## src/rtl/dac_mix_sched.sv

```systemverilog
// Frame-synchronous DAC mixer: one time-multiplexed MAC pass over NSRC sources per lrck frame.
// Optional build macro SOFT_MUTE_EN: mute ramps the output down/up over 8 passes instead of hard zeroing.
module dac_mix_sched #(
  parameter int NSRC  = 4,
  parameter int VOL_W = 4
) (
  input  logic                  clk,
  input  logic                  reset,
  input  logic                  lrck,
  input  logic [NSRC*16-1:0]    src_l,
  input  logic [NSRC*16-1:0]    src_r,
  input  logic [NSRC-1:0]       src_en,
  input  logic [NSRC*VOL_W-1:0] vol,
  input  logic                  mute,
  output logic [15:0]           out_l,
  output logic [15:0]           out_r,
  output logic                  frame_strobe,
  output logic [1:0]            clip,
  output logic                  busy,
  output logic                  overrun
);

  localparam int PROD_W = 16 + VOL_W + 1;
  localparam int ACC_W  = PROD_W + $clog2(NSRC);
  localparam int IDX_W  = (NSRC > 1) ? $clog2(NSRC) : 1;
  localparam logic [IDX_W-1:0] IDX_LAST = IDX_W'(NSRC - 1);

  typedef enum logic [2:0] {
    ST_IDLE    = 3'd0,
    ST_CAPTURE = 3'd1,
    ST_ACC     = 3'd2,
    ST_SAT     = 3'd3,
    ST_DONE    = 3'd4
  } state_t;

  state_t state_q, state_d;

  logic sync1_q, sync2_q, sync3_q;
  logic frame_ev_s;

  logic [NSRC*16-1:0]    snap_l_q, snap_l_d;
  logic [NSRC*16-1:0]    snap_r_q, snap_r_d;
  logic [NSRC-1:0]       snap_en_q, snap_en_d;
  logic [NSRC*VOL_W-1:0] snap_vol_q, snap_vol_d;
  logic                  mute_q, mute_d;

  logic [IDX_W-1:0]        idx_q, idx_d;
  logic signed [ACC_W-1:0] acc_l_q, acc_l_d;
  logic signed [ACC_W-1:0] acc_r_q, acc_r_d;

  logic [15:0] out_l_q, out_l_d;
  logic [15:0] out_r_q, out_r_d;
  logic [1:0]  clip_q, clip_d;
  logic        strobe_q, strobe_d;
  logic        busy_q, busy_d;
  logic        overrun_q, overrun_d;

  logic signed [15:0]       sel_l_s, sel_r_s;
  logic [VOL_W-1:0]         sel_vol_s;
  logic                     sel_en_s;
  logic signed [PROD_W-1:0] prod_l_s, prod_r_s;
  logic [16:0]              sat_l_s, sat_r_s;

`ifdef SOFT_MUTE_EN
  logic [3:0] ramp_q, ramp_d;
`endif

  // {clip, value}: arithmetic shift by 3 then clamp to the signed 16-bit range
  function automatic logic [16:0] sat16(input logic signed [ACC_W-1:0] a);
    logic signed [ACC_W-1:0] s;
    s = a >>> 3;
    if (s > ACC_W'(32'sd32767)) begin
      sat16 = {1'b1, 16'h7fff};
    end else if (s < ACC_W'(-32'sd32768)) begin
      sat16 = {1'b1, 16'h8000};
    end else begin
      sat16 = {1'b0, s[15:0]};
    end
  endfunction

`ifdef SOFT_MUTE_EN
  // v * r / 8, rounded toward negative infinity; r <= 8 keeps the result in range
  function automatic logic [15:0] ramp_scale(input logic [15:0] v, input logic [3:0] r);
    logic signed [20:0] p;
    p = 21'($signed(v)) * 21'($signed({1'b0, r}));
    ramp_scale = 16'(p >>> 3);
  endfunction
`endif

  assign frame_ev_s   = sync2_q & ~sync3_q;
  assign out_l        = out_l_q;
  assign out_r        = out_r_q;
  assign clip         = clip_q;
  assign frame_strobe = strobe_q;
  assign busy         = busy_q;
  assign overrun      = overrun_q;

  // lrck synchronizer and edge-detect history
  always_ff @(posedge clk) begin
    if (reset) begin
      sync1_q <= 1'b0;
      sync2_q <= 1'b0;
      sync3_q <= 1'b0;
    end else begin
      sync1_q <= lrck;
      sync2_q <= sync1_q;
      sync3_q <= sync2_q;
    end
  end

  // Source selected by idx and its scaled products for both channels
  always_comb begin
    sel_l_s   = 16'sd0;
    sel_r_s   = 16'sd0;
    sel_vol_s = '0;
    sel_en_s  = 1'b0;
    for (int i = 0; i < NSRC; i++) begin
      if (idx_q == IDX_W'(i)) begin
        sel_l_s   = snap_l_q[16*i +: 16];
        sel_r_s   = snap_r_q[16*i +: 16];
        sel_vol_s = snap_vol_q[VOL_W*i +: VOL_W];
        sel_en_s  = snap_en_q[i];
      end else begin
        sel_en_s  = sel_en_s;
      end
    end
    prod_l_s = PROD_W'(sel_l_s) * PROD_W'($signed({1'b0, sel_vol_s}));
    prod_r_s = PROD_W'(sel_r_s) * PROD_W'($signed({1'b0, sel_vol_s}));
    sat_l_s  = sat16(acc_l_q);
    sat_r_s  = sat16(acc_r_q);
  end

  // Next-state and datapath updates for the mix pass
  always_comb begin
    state_d    = state_q;
    snap_l_d   = snap_l_q;
    snap_r_d   = snap_r_q;
    snap_en_d  = snap_en_q;
    snap_vol_d = snap_vol_q;
    mute_d     = mute_q;
    idx_d      = idx_q;
    acc_l_d    = acc_l_q;
    acc_r_d    = acc_r_q;
    out_l_d    = out_l_q;
    out_r_d    = out_r_q;
    clip_d     = clip_q;
    strobe_d   = 1'b0;
    busy_d     = busy_q;
    overrun_d  = overrun_q;
`ifdef SOFT_MUTE_EN
    ramp_d     = ramp_q;
`endif
    case (state_q)
      ST_IDLE, ST_DONE: begin
        if (frame_ev_s) begin
          state_d = ST_CAPTURE;
          busy_d  = 1'b1;
        end else begin
          state_d = ST_IDLE;
        end
      end
      ST_CAPTURE: begin
        snap_l_d   = src_l;
        snap_r_d   = src_r;
        snap_en_d  = src_en;
        snap_vol_d = vol;
        mute_d     = mute;
        acc_l_d    = '0;
        acc_r_d    = '0;
        idx_d      = '0;
        state_d    = ST_ACC;
        if (frame_ev_s) overrun_d = 1'b1;
        else            overrun_d = overrun_q;
      end
      ST_ACC: begin
        if (sel_en_s) begin
          acc_l_d = acc_l_q + ACC_W'(prod_l_s);
          acc_r_d = acc_r_q + ACC_W'(prod_r_s);
        end else begin
          acc_l_d = acc_l_q;
        end
        if (idx_q == IDX_LAST) begin
          state_d = ST_SAT;
        end else begin
          idx_d = idx_q + IDX_W'(1);
        end
        if (frame_ev_s) overrun_d = 1'b1;
        else            overrun_d = overrun_q;
      end
      ST_SAT: begin
`ifdef SOFT_MUTE_EN
        if (mute_q) begin
          ramp_d = (ramp_q != 4'd0) ? ramp_q - 4'd1 : 4'd0;
        end else begin
          ramp_d = (ramp_q < 4'd8) ? ramp_q + 4'd1 : 4'd8;
        end
        out_l_d = ramp_scale(sat_l_s[15:0], ramp_d);
        out_r_d = ramp_scale(sat_r_s[15:0], ramp_d);
        clip_d  = {sat_r_s[16], sat_l_s[16]} & {2{ramp_d != 4'd0}};
`else
        if (mute_q) begin
          out_l_d = 16'd0;
          out_r_d = 16'd0;
          clip_d  = 2'b00;
        end else begin
          out_l_d = sat_l_s[15:0];
          out_r_d = sat_r_s[15:0];
          clip_d  = {sat_r_s[16], sat_l_s[16]};
        end
`endif
        strobe_d = 1'b1;
        busy_d   = 1'b0;
        state_d  = ST_DONE;
        if (frame_ev_s) overrun_d = 1'b1;
        else            overrun_d = overrun_q;
      end
      default: begin
        state_d = ST_IDLE;
        busy_d  = 1'b0;
      end
    endcase
  end

  // FSM state register
  always_ff @(posedge clk) begin
    if (reset) state_q <= ST_IDLE;
    else       state_q <= state_d;
  end

  // Snapshot, accumulator and output registers
  always_ff @(posedge clk) begin
    if (reset) begin
      snap_l_q   <= '0;
      snap_r_q   <= '0;
      snap_en_q  <= '0;
      snap_vol_q <= '0;
      mute_q     <= 1'b0;
      idx_q      <= '0;
      acc_l_q    <= '0;
      acc_r_q    <= '0;
      out_l_q    <= 16'd0;
      out_r_q    <= 16'd0;
      clip_q     <= 2'b00;
      strobe_q   <= 1'b0;
      busy_q     <= 1'b0;
      overrun_q  <= 1'b0;
`ifdef SOFT_MUTE_EN
      ramp_q     <= 4'd8;
`endif
    end else begin
      snap_l_q   <= snap_l_d;
      snap_r_q   <= snap_r_d;
      snap_en_q  <= snap_en_d;
      snap_vol_q <= snap_vol_d;
      mute_q     <= mute_d;
      idx_q      <= idx_d;
      acc_l_q    <= acc_l_d;
      acc_r_q    <= acc_r_d;
      out_l_q    <= out_l_d;
      out_r_q    <= out_r_d;
      clip_q     <= clip_d;
      strobe_q   <= strobe_d;
      busy_q     <= busy_d;
      overrun_q  <= overrun_d;
`ifdef SOFT_MUTE_EN
      ramp_q     <= ramp_d;
`endif
    end
  end

endmodule

```

## config.mk

```make
export PLATFORM = sky130hd
export DESIGN_NAME = dac_mix_sched
export DESIGN_NICKNAME = d
export VERILOG_FILES = /design/src/rtl/dac_mix_sched.sv
export SDC_FILE = /design/constraint.sdc
export NUM_CORES = 1
export LEC_CHECK = 0
export CAP_MARGIN = 0
export CORE_ASPECT_RATIO = 0.5
export CORE_MARGIN = 2
export CORE_UTILIZATION = 55
export CTS_BUF_LIST = sky130_fd_sc_hd__clkbuf_4 sky130_fd_sc_hd__clkbuf_8
export CTS_CLUSTER_DIAMETER = 40
export DETAILED_ROUTE_END_ITERATION = 10
export GPL_TIMING_DRIVEN = 0
export PLACE_DENSITY = 0.79
export SLEW_MARGIN = 10
export SYNTH_ARGS = -nofsm -noshare
export SYNTH_HDL_FRONTEND = slang
export SYNTH_SLANG_ARGS = --single-unit
```

## constraint.sdc

```tcl
create_clock -name clk -period 15.65 [get_ports clk]
set_input_delay 3.9125 -clock clk [delete_from_list [all_inputs] [get_ports clk]]
set_output_delay 3.9125 -clock clk [all_outputs]
set_load 0.01 [all_outputs]
```

==> results of run 1 <==
## through the flow
step | cells | power [mW] | utilization
2_1_floorplan | 2049 | 0.6775 | -
3_3_place_gp | 2618 | 0.7375 | 0.6486
3_5_place_dp | 2618 | 0.7385 | 0.6486
4_1_cts | 2678 | 1.353 | 0.6786
5_1_grt | 2678 | 1.389 | 0.6786
6_report | 2678 | 1.352 | 0.6786
## layout make-up
cell class              count  area (um2)  share of cell area
flip-flops and latches    240        4805              0.2535
multi-input cells        1471        9637              0.5086
well taps                 382       478.0             0.02522
plain buffers             119       496.7             0.02621
repair buffers            187        1872             0.09878
clock buffers              42       553.0             0.02918
inverters                 219       822.0             0.04338
clock inverters            18       286.5             0.01512
## final timing paths
check / cells after the start / endpoint / start
worst max-delay path: 22 / acc_r_q[19] / idx_q[0]
worst min-delay path: 2 / out_l[13] / out_l[13]
worst max register to register: 22 / acc_r_q[19] / idx_q[0]
worst min register to register: 2 / out_l[13] / out_l[13]
## flip-flops by register name, indices dropped and copies added, names as in the netlist
signal	count
acc_l_q	23
acc_r_q	23
busy	1
clip	2
frame_strobe	1
idx_q	2
mute_q	1
out_l	16
out_r	16
overrun	1
snap_en_q	4
snap_l_q	64
snap_r_q	64
snap_vol_q	16
state_q	3
sync1_q	1
sync2_q	1
sync3_q	1
## layer usage
| metal | routed length, um | share of wire | vias up |
|---|---|---|---|
| met1 | 20310 | 0.43 | 7014 |
| met3 | 4678 | 0.099 | 97 |
| met2 | 21080 | 0.44 | 647 |
| met4 | 1326 | 0.028 | 0 |
| li1 | - | - | 7035 |
| met5 | 0 | 0 | - |
## worst max-delay path, stage by stage, from the launching register on
cell	delay [ns]
dfxtp_1	0.34
inv_1	0.11
ha_1	0.17
buf_2	0.25
buf_1	0.53
a21oi_1	0.12
a21oi_1	0.20
nor2_1	0.06
a21oi_1	0.71
clkbuf_1	0.61
nor2_1	0.12
ha_1	0.33
fa_1	0.54
inv_1	0.06
fa_1	0.53
inv_1	0.04
ha_1	0.35
a21o_1	0.20
a21oi_1	0.33
o2bb2ai_1	0.33
o21ai_0	0.26
a21o_1	0.23
a221o_1	0.28
## cell usage in the layout, fill, tap and decap left out, types with 9 or more instances in the layout
master	instances
ha_1	96
clkbuf_1	82
xnor2_1	27
clkdlybuf4s50_1	187
a21oi_1	292
xor2_1	14
dfxtp_1	240
or2_2	12
inv_1	219
buf_2	19
nand2b_1	9
fa_1	112
nand4_1	9
nand3b_1	13
clkbuf_8	38
a22oi_1	17
nand2_1	440
nor2b_1	9
a21o_1	11
o21ai_0	103
buf_1	14
mux2i_1	25
nor2_1	198
## cell families (layout without fill, tap and decap cells)
family / after synthesis / count (layout) / synth area share
simple gates: 730 / 730 / 0.1913
xor+xnor: 41 / 41 / 0.02279
fa+ha+maj: 208 / 208 / 0.2185
flops: 240 / 240 / 0.3049
compound gates: 466 / 466 / 0.1623
buf+inv: 338 / 585 / 0.08368
mux: 26 / 26 / 0.01659
## report_power, final
| part | internal (mW) | switching (mW) | total (mW) |
|---|---|---|---|
| Combinational | 0.0487 | 0.0539 | 0.103 |
| Sequential | 0.619 | 0.00518 | 0.625 |
| Clock | 0.354 | 0.270 | 0.624 |
==> impl_summary.txt, run 1 <==
----------------------------------------------------
[Outcome]
  Status ... finished, final reports clean

[Global routing]
  Total congestion overflow after global routing ... 0
  Met1 track demand over resource ... 0.4245
  Met2 capacity usage during global routing ... 0.5091
  Number of global-route vias before repair ... 13970
  Number of antenna violations at the first check in global routing ... 0
  Wire length of the first global-routing pass ... 73.40 mm
  Total track usage ... 0.3147
  Layer with the highest usage after global routing ... met2
  Largest net degree at the start of global routing ... 12
  Met3 usage in global routing ... 0.07003

[Setup path]
  Kind of start point of the critical path ... flop
  Required time at the endpoint of the critical path ... 16.12 ns
  Peak fanout along the critical path ... 10
  Register-to-register path setup slack ... 8.82 ns
  Setup Crit Path Kind ... flop to flop
  Data arrival at the endpoint of the critical path ... 7.31 ns
  Sort of element at the end of the critical path ... flop

[Clocking]
  Number of instances resized during post-cts repair ... 0
  Clock buffer depth ... 3
  Clock tree from TritonCTS ... done
  Library cell used as clock root buffer ... clkbuf_8
  Number of buffers inserted to repair setup after CTS ... 0
  CTS Hold Buffers Added ... 0
  Clock transition at the registers of the reported paths ... 0.07 ns
  Number of clock buffers inserted by TritonCTS ... 36
  Clock network latency to the later pin of the worst-skew pair ... 0.59 ns
  H-Tree Depth ... 2
  Clock sink count ... 240

[STA]
  Total count of max-transition violations in the final report ... 0
  Final Skew ... 0.04348 ns
  Unrepaired setup endpoints after global routing ... false
  Final hold slack ... 0.4515 ns
  Final Critical Period ... 6.834 ns
  Slew at the pin closest to its max-slew limit ... 0.9732 ns
  PnR worst setup slack ... 8.816 ns
  Fin Setup TNS ... 0 ns
  Number of hold-slack violations in the final timing report ... 0
  Post-route fraction of the period consumed by the critical path ... 0.4367
  Slew margin rel. ... 0.3473
  Number of endpoints failing setup at the final stage ... 0
  Max frequency ... 146.3 MHz

[Synth]
  Proportion of register bits with asynchronous set or reset after synthesis ... 0
  Count leader, synth ... nand2_1
  Mapped cell area ... 0.01576 mm2
  Avg Inst Size Synth ... 7.692 um2
  Leading cell types by count after synthesis ... nand2_1 (440), a21oi_1 (292), dfxtp_1 (240), inv_1 (219), nor2_1 (198)
  Syn Nets ... 2409
  Number of warnings issued by yosys ... 0
  Area share of the leading cell type in the synthesized netlist ... 0.3049
  Post-synthesis sequential element count ... 240
  Synth unique cells ... 54
  Primary flip-flop cell chosen by synthesis mapping ... dfxtp_1
  Cell type contributing the most total cell area after synthesis ... dfxtp_1
  Count of flip-flops with a built-in enable after synthesis ... 0
  Count of mapped cells out of synthesis ... 2049
  Largest cells by area after synthesis ... dfxtp_1 (30%), fa_1 (14%), nand2_1 (10%)
  Sequential fraction of the synthesis area ... 0.3049

[Cells and area]
  Non-Filler Cell Area, Final ... 0.01895 mm2
  N_diodes ... 0
  Final nets ... 2634
  Layout cell share with drive strength beyond 1 ... 0.04443
  Filler Cells Inserted ... 2335
  Area Growth Syn to Fin ... 20.24%

[Place]
  Post-Place Setup Slack ... 9.080 ns
  Port bufs ... 187
  Cell area after placement ... 0.01811 mm2
  HPWL reported at the end of detailed placement ... 37.21 mm
  Global placer's final weighted congestion ... 0.9364

[Drt]
  Average via count per standard cell ... 5.524
  Number of nets still failing antenna checks after routing ... 0
  Count of routing violations after the opening detailed-route iteration ... 1379
  Number of remaining DRC errors ... 0
  Via Count ... 14790
  DRT Wirelength ... 47.39 mm
  Mean routed wirelength per cell ... 17.70 um
  First-pass detailed-route iteration total ... 5

[Floorplan]
  Floorplan core area ... 0.02792 mm2
  Rows ... 43
  Height of the die ... 123.7 um
  Number of top-level pins ... 189
  Width of the die ... 243.4 um
  Starting density of the core ... 0.5644
  Total Die Area ... 0.03011 mm2

[Worst hold path]
  Worst Hold Class ... flop to flop

[Flow run]
  Total of max-cap violations ... 0

[Pwr]
  Peak supply drop ... 0.00005474 V
  Reported leakage power ... 7.661 nW
  Power density over the cells ... 71.33 mW/mm2

----------------------------------------------------
No activity file was read; power rests on OpenSTA's default activity.
==> inputs of run 2 (changes only) <==
- clock period: 15.65 -> 6.3 ns (I/O delays scaled with it)
==> impl_summary.txt, run 2 (same netlist as run 1, synthesis figures left out) <==
----------------------------------------------------
[Floorplan]
  Rows ... 43
  Floorplan core area ... 0.02792 mm2
  Number of top-level pins ... 189
  Width of the die ... 243.4 um
  Total Die Area ... 0.03011 mm2
  Starting density of the core ... 0.5644
  Height of the die ... 123.7 um

[Clocking]
  Clock transition at the registers of the reported paths ... 0.07 ns
  CTS Hold Buffers Added ... 0
  Clock sink count ... 240
  Clock tree from TritonCTS ... done
  Number of clock buffers inserted by TritonCTS ... 36
  Library cell used as clock root buffer ... clkbuf_8
  H-Tree Depth ... 2
  Clock buffer depth ... 3
  Clock network latency to the later pin of the worst-skew pair ... 0.59 ns

[STA]
  Number of hold-slack violations in the final timing report ... 0
  Unrepaired setup endpoints after global routing ... true
  Max frequency ... 163.3 MHz
  Slew at the pin closest to its max-slew limit ... 0.9612 ns
  Slew margin rel. ... 0.3553
  Number of endpoints failing setup at the final stage ... 0
  Final Critical Period ... 6.123 ns
  Final Skew ... 0.04084 ns
  Total count of max-transition violations in the final report ... 0
  Final hold slack ... 0.4503 ns
  Post-route fraction of the period consumed by the critical path ... 0.9719

[Drt]
  Number of nets still failing antenna checks after routing ... 0
  Average via count per standard cell ... 5.539
  Via Count ... 14880
  Mean routed wirelength per cell ... 17.76 um
  First-pass detailed-route iteration total ... 7
  DRT Wirelength ... 47.70 mm
  Number of remaining DRC errors ... 0
  Count of routing violations after the opening detailed-route iteration ... 1361

[Setup path]
  R2r startpoint ... idx_q[1]
  Kind of start point of the critical path ... flop
  Peak fanout along the critical path ... 10
  Required time at the endpoint of the critical path ... 6.77 ns
  Reg2Reg Depth ... 24
  Register-to-register path setup slack ... 0.18 ns
  Setup Crit Path Kind ... flop to flop
  Crit Reg-Reg Endpoint ... acc_r_q[19]
  Data arrival at the endpoint of the critical path ... 6.60 ns
  Sort of element at the end of the critical path ... flop

[Cells and area]
  Regs by FF count ... snap_l_q (64), snap_r_q (64)
  Core utilization of the finished layout ... 0.6857
  Area Growth Syn to Fin ... 21.48%
  Most frequent cells in the layout ... nand2_1 (439), a21oi_1 (285), dfxtp_1 (240)
  Most common cell after layout, fill and taps aside ... nand2_1
  Final nets ... 2642
  Filler Cells Inserted ... 2305
  Non-filler cells in the finished layout ... 2686
  N_diodes ... 0
  Layout cell share with drive strength beyond 1 ... 0.06858

[Global routing]
  Number of global-route vias before repair ... 13990
  Total track usage ... 0.3150
  Wire length of the first global-routing pass ... 73.46 mm
  Largest net degree at the start of global routing ... 12
  Total congestion overflow after global routing ... 0
  Number of antenna violations at the first check in global routing ... 0

[Place]
  Number of placed instances with taps included ... 2618
  HPWL reported at the end of detailed placement ... 37.21 mm
  Global placer's final weighted congestion ... 0.9364
  Port bufs ... 187

[Flow run]
  Total of max-cap violations ... 0

[Worst hold path]
  End point of the most critical hold path ... out_l[13]
  Startpoint of the worst hold path ... out_l[13]
  Worst hold path stage count ... 2
  Worst Hold Class ... flop to flop

[Pwr]
  Peak supply drop ... 0.0001364 V
  Total power of the final layout ... 3.360 mW
  Reported leakage power ... 7.779 nW
  Power density over the cells ... 175.5 mW/mm2

[Outcome]
  Status ... finished, final reports clean

----------------------------------------------------
-- run 2: changes by cell type in the layout (fill, tap and decap cells not counted), sizes merged --
cell,change
clkbuf,+2
buf,+6
-- run 2: power by group --
group	switching [mW]	total (mW)	internal, mW
clock	0.670	1.55	0.879
sequential	0.0133	1.55	1.54
combinational	0.135	0.259	0.124
-- run 2: timing repair --
item | CTS | global route
resized for setup | 10 | 57
buffers inserted | 0 | 8
setup endpoints to repair | 14 | 22
pin swaps | 0 | 1
-- run 2: per-stage QoR --
step / worst slack, ns / cell area, um2 / setup TNS (ns)
2_1_floorplan: 1.134 / 15760 / 0
5_1_grt: -0.03705 / 19150 / -0.06221
3_5_place_dp: -0.2702 / 18110 / -1.398
6_report: 0.1768 / 19150 / 0
4_1_cts: 0.003008 / 18970 / 0
3_3_place_gp: -0.1346 / 18110 / -0.5553
-- run 2: worst max-delay path by stage --
stage / start / to / slack, ns / depth (start not counted)
detailed placement: idx_q[0] / acc_r_q[19] / -0.27 / 22
global route: idx_q[1] / acc_r_q[19] / -0.04 / 24
finish: idx_q[1] / acc_r_q[19] / 0.18 / 24
global placement: idx_q[1] / acc_l_q[16] / -0.13 / 23
CTS: idx_q[1] / acc_r_q[19] / 0.003 / 22
floorplan: idx_q[1] / acc_r_q[21] / 1.13 / 18
-- run 2: layout make-up --
| cell class | count | area (um2) | share of cell area |
|---|---|---|---|
| inverters | 219 | 822.0 | 0.04294 |
| clock inverters | 18 | 286.5 | 0.01497 |
| flip-flops and latches | 240 | 4805 | 0.2509 |
| plain buffers | 119 | 523.0 | 0.02732 |
| multi-input cells | 1471 | 9747 | 0.5091 |
| clock buffers | 42 | 553.0 | 0.02889 |
| repair buffers | 195 | 1932 | 0.1009 |
| well taps | 382 | 478.0 | 0.02496 |
-- run 2: worst max-delay path: stages (launching register included) --
cell and delay (ns):
dfxtp_1 0.42, inv_1 0.09, ha_1 0.21, buf_6 0.15, clkbuf_2 0.20, buf_2 0.23
buf_2 0.21, a21oi_1 0.32, o21ai_0 0.24, mux2i_2 0.42, nor2_1 0.11, fa_1 0.49
fa_1 0.50, inv_1 0.05, fa_1 0.52, inv_1 0.04, ha_1 0.26, clkbuf_1 0.28
nand2_1 0.16, o21a_1 0.20, o21ai_0 0.23, a21oi_1 0.10, o21ai_0 0.16, a211oi_1 0.13
a221o_1 0.27
-- run 2: metal layers --
| layer | GRT usage | up-vias | wire length, um |
|---|---|---|---|
| met5 | 0 | - | 0 |
| met4 | 0.09854 | 0 | 1319 |
| met3 | 0.06744 | 97 | 4903 |
| met2 | 0.5107 | 695 | 21380 |
| met1 | 0.4259 | 7039 | 20100 |
| li1 | - | 7047 | - |
==> inputs of run 3 (changes only) <==
- CORE_UTILIZATION: 55 -> 59
- PLACE_DENSITY: 0.79 -> 0.84
==> impl_summary.txt, run 3 (same netlist as run 1, synthesis figures left out) <==
----------------------------------------------------
[Cells and area]
  Layout cell share with drive strength beyond 1 ... 0.06982
  Most common cell after layout, fill and taps aside ... nand2_1
  Core utilization of the finished layout ... 0.7237
  Final nets ... 2640
  Non-Filler Cell Area, Final ... 0.01905 mm2
  Most frequent cells in the layout ... nand2_1 (439), a21oi_1 (286), dfxtp_1 (240)
  Regs by FF count ... snap_l_q (64), snap_r_q (64)
  Area Growth Syn to Fin ... 20.90%

[Global routing]
  Largest net degree at the start of global routing ... 11
  Number of global-route vias before repair ... 14320
  Wire length of the first global-routing pass ... 74.45 mm
  Total track usage ... 0.3377
  Total congestion overflow after global routing ... 0
  Number of antenna violations at the first check in global routing ... 1

[Setup path]
  R2r startpoint ... idx_q[1]
  Required time at the endpoint of the critical path ... 6.72 ns
  Kind of start point of the critical path ... flop
  Critical Path Start ... idx_q[1]
  Reg2Reg Depth ... 23
  Crit Reg-Reg Endpoint ... acc_l_q[19]
  Sort of element at the end of the critical path ... flop
  Peak fanout along the critical path ... 10
  Setup Crit Path Kind ... flop to flop
  Data arrival at the endpoint of the critical path ... 6.51 ns
  Register-to-register path setup slack ... 0.21 ns
  Endpoint of the worst setup timing path ... acc_l_q[19]

[Clocking]
  Number of clock buffers inserted by TritonCTS ... 38
  Library cell used as clock root buffer ... clkbuf_8
  H-Tree Depth ... 2
  Clock network latency to the later pin of the worst-skew pair ... 0.58 ns
  Clock transition at the registers of the reported paths ... 0.07 ns
  CTS Hold Buffers Added ... 0
  Clock buffer depth ... 3
  Clock tree from TritonCTS ... done
  Clock sink count ... 240

[Drt]
  Average via count per standard cell ... 5.647
  Number of nets still failing antenna checks after routing ... 0
  First-pass detailed-route iteration total ... 8
  Via Count ... 15020
  Count of routing violations after the opening detailed-route iteration ... 1699
  DRT Wirelength ... 47.96 mm
  Mean routed wirelength per cell ... 18.04 um
  Number of remaining DRC errors ... 0

[Flow run]
  Total of max-cap violations ... 0

[STA]
  Slew margin rel. ... 0.3382
  Total count of max-transition violations in the final report ... 0
  Slew at the pin closest to its max-slew limit ... 0.9867 ns
  Post-route fraction of the period consumed by the critical path ... 0.9670
  Max frequency ... 164.2 MHz
  Number of hold-slack violations in the final timing report ... 0
  Final Critical Period ... 6.092 ns
  Number of endpoints failing setup at the final stage ... 0
  Final Skew ... 0.02737 ns
  Unrepaired setup endpoints after global routing ... true

[Floorplan]
  Number of top-level pins ... 189
  Total Die Area ... 0.02812 mm2
  Rows ... 42
  Height of the die ... 119.6 um
  Starting density of the core ... 0.5986
  Floorplan core area ... 0.02633 mm2
  Width of the die ... 235.1 um

[Place]
  Port bufs ... 187
  HPWL reported at the end of detailed placement ... 36.94 mm
  Global placer's final weighted congestion ... 0.9751
  Cell area after placement ... 0.01807 mm2

[Pwr]
  Power density over the cells ... 172.1 mW/mm2
  Peak supply drop ... 0.0001089 V
  Reported leakage power ... 7.759 nW

[Worst hold path]
  Worst Hold Class ... flop to flop

[Outcome]
  Status ... finished, final reports clean

----------------------------------------------------
==> run 3: cell types whose count changed in the layout (fill, tap and decap cells not counted), moves of 4 or more <==
cell       change
clkbuf_8      +11
bufinv_16      -6
clkbuf_2       +5
buf_4          -4
clkbuf_4       +4
clkinv_2       -4
==> run 3: report_power, final <==
group	internal [mW]	total, mW	switching, mW
logic	0.124	0.263	0.139
clock network	0.793	1.46	0.670
registers	1.54	1.55	0.0129
total	2.46	3.28	0.822
==> run 3: metrics by stage <==
stage                     TNS [ns]  setup slack [ns]  total power, mW  cells  hold slack, ns
after floorplan                  0             1.134            1.683   2049          0.4138
after global placement     -0.8629           -0.2153            1.833   2588          0.4210
after detailed placement   -0.9817           -0.1731            1.837   2588          0.4396
after CTS                        0           0.01419            3.266   2654          0.4517
after global routing      -0.05098          -0.04226            3.363   2658          0.4682
final                            0            0.2080            3.278   2659          0.4504
==> run 3: final cells by class <==
class	instances	area, um2
Sequential cell	240	4805
Inverter	219	822.0
Tap cell	352	440.4
Clock buffer	57	734.5
Antenna cell	1	2.502
Fill cell	2051	7274
Buffer	119	525.5
Timing Repair Buffer	191	1902
Clock inverter	9	87.58
Multi-Input combinational cell	1471	9734
==> run 3: worst min path at each step <==
stage	cells after the start	to	slack [ns]	start
CTS	2	out_r[12]	0.45	out_r[12]
global route	2	snap_r_q[63]	0.47	snap_r_q[63]
detailed placement	1	sync2_q	0.44	sync1_q
global placement	1	sync2_q	0.42	sync1_q
finish	2	out_l[11]	0.45	out_l[11]
floorplan	1	sync2_q	0.41	sync1_q
==> run 3: worst max-delay path: stages (launching register included) <==
cell and delay [ns]:
dfxtp_1 0.43, inv_1 0.10, ha_1 0.22, buf_6 0.15, clkbuf_2 0.19, buf_2 0.22, buf_2 0.21, a21oi_1 0.23
o21ai_0 0.14, mux2i_1 0.39, nor2_1 0.11, fa_1 0.49, inv_1 0.05, fa_1 0.50, fa_1 0.55, inv_1 0.04
ha_1 0.25, a211oi_1 0.31, o21ai_0 0.14, o21ai_0 0.29, o21bai_1 0.31, a21oi_1 0.30, xor2_1 0.20, o21ai_0 0.11
==> run 3: layer usage <==
layer / routed length [um] / global-route usage / vias up
li1: - / - / 7043
met1: 20040 / 0.4576 / 7097
met2: 21050 / 0.5287 / 758
met3: 5190 / 0.08190 / 117
met4: 1684 / 0.1242 / 0
met5: 0 / 0 / -
==> run 3: timing repair <==
action,CTS,global route
gates resized for setup,3,67
setup endpoints to repair,13,25
buffers inserted,0,4
pin swaps,0,1
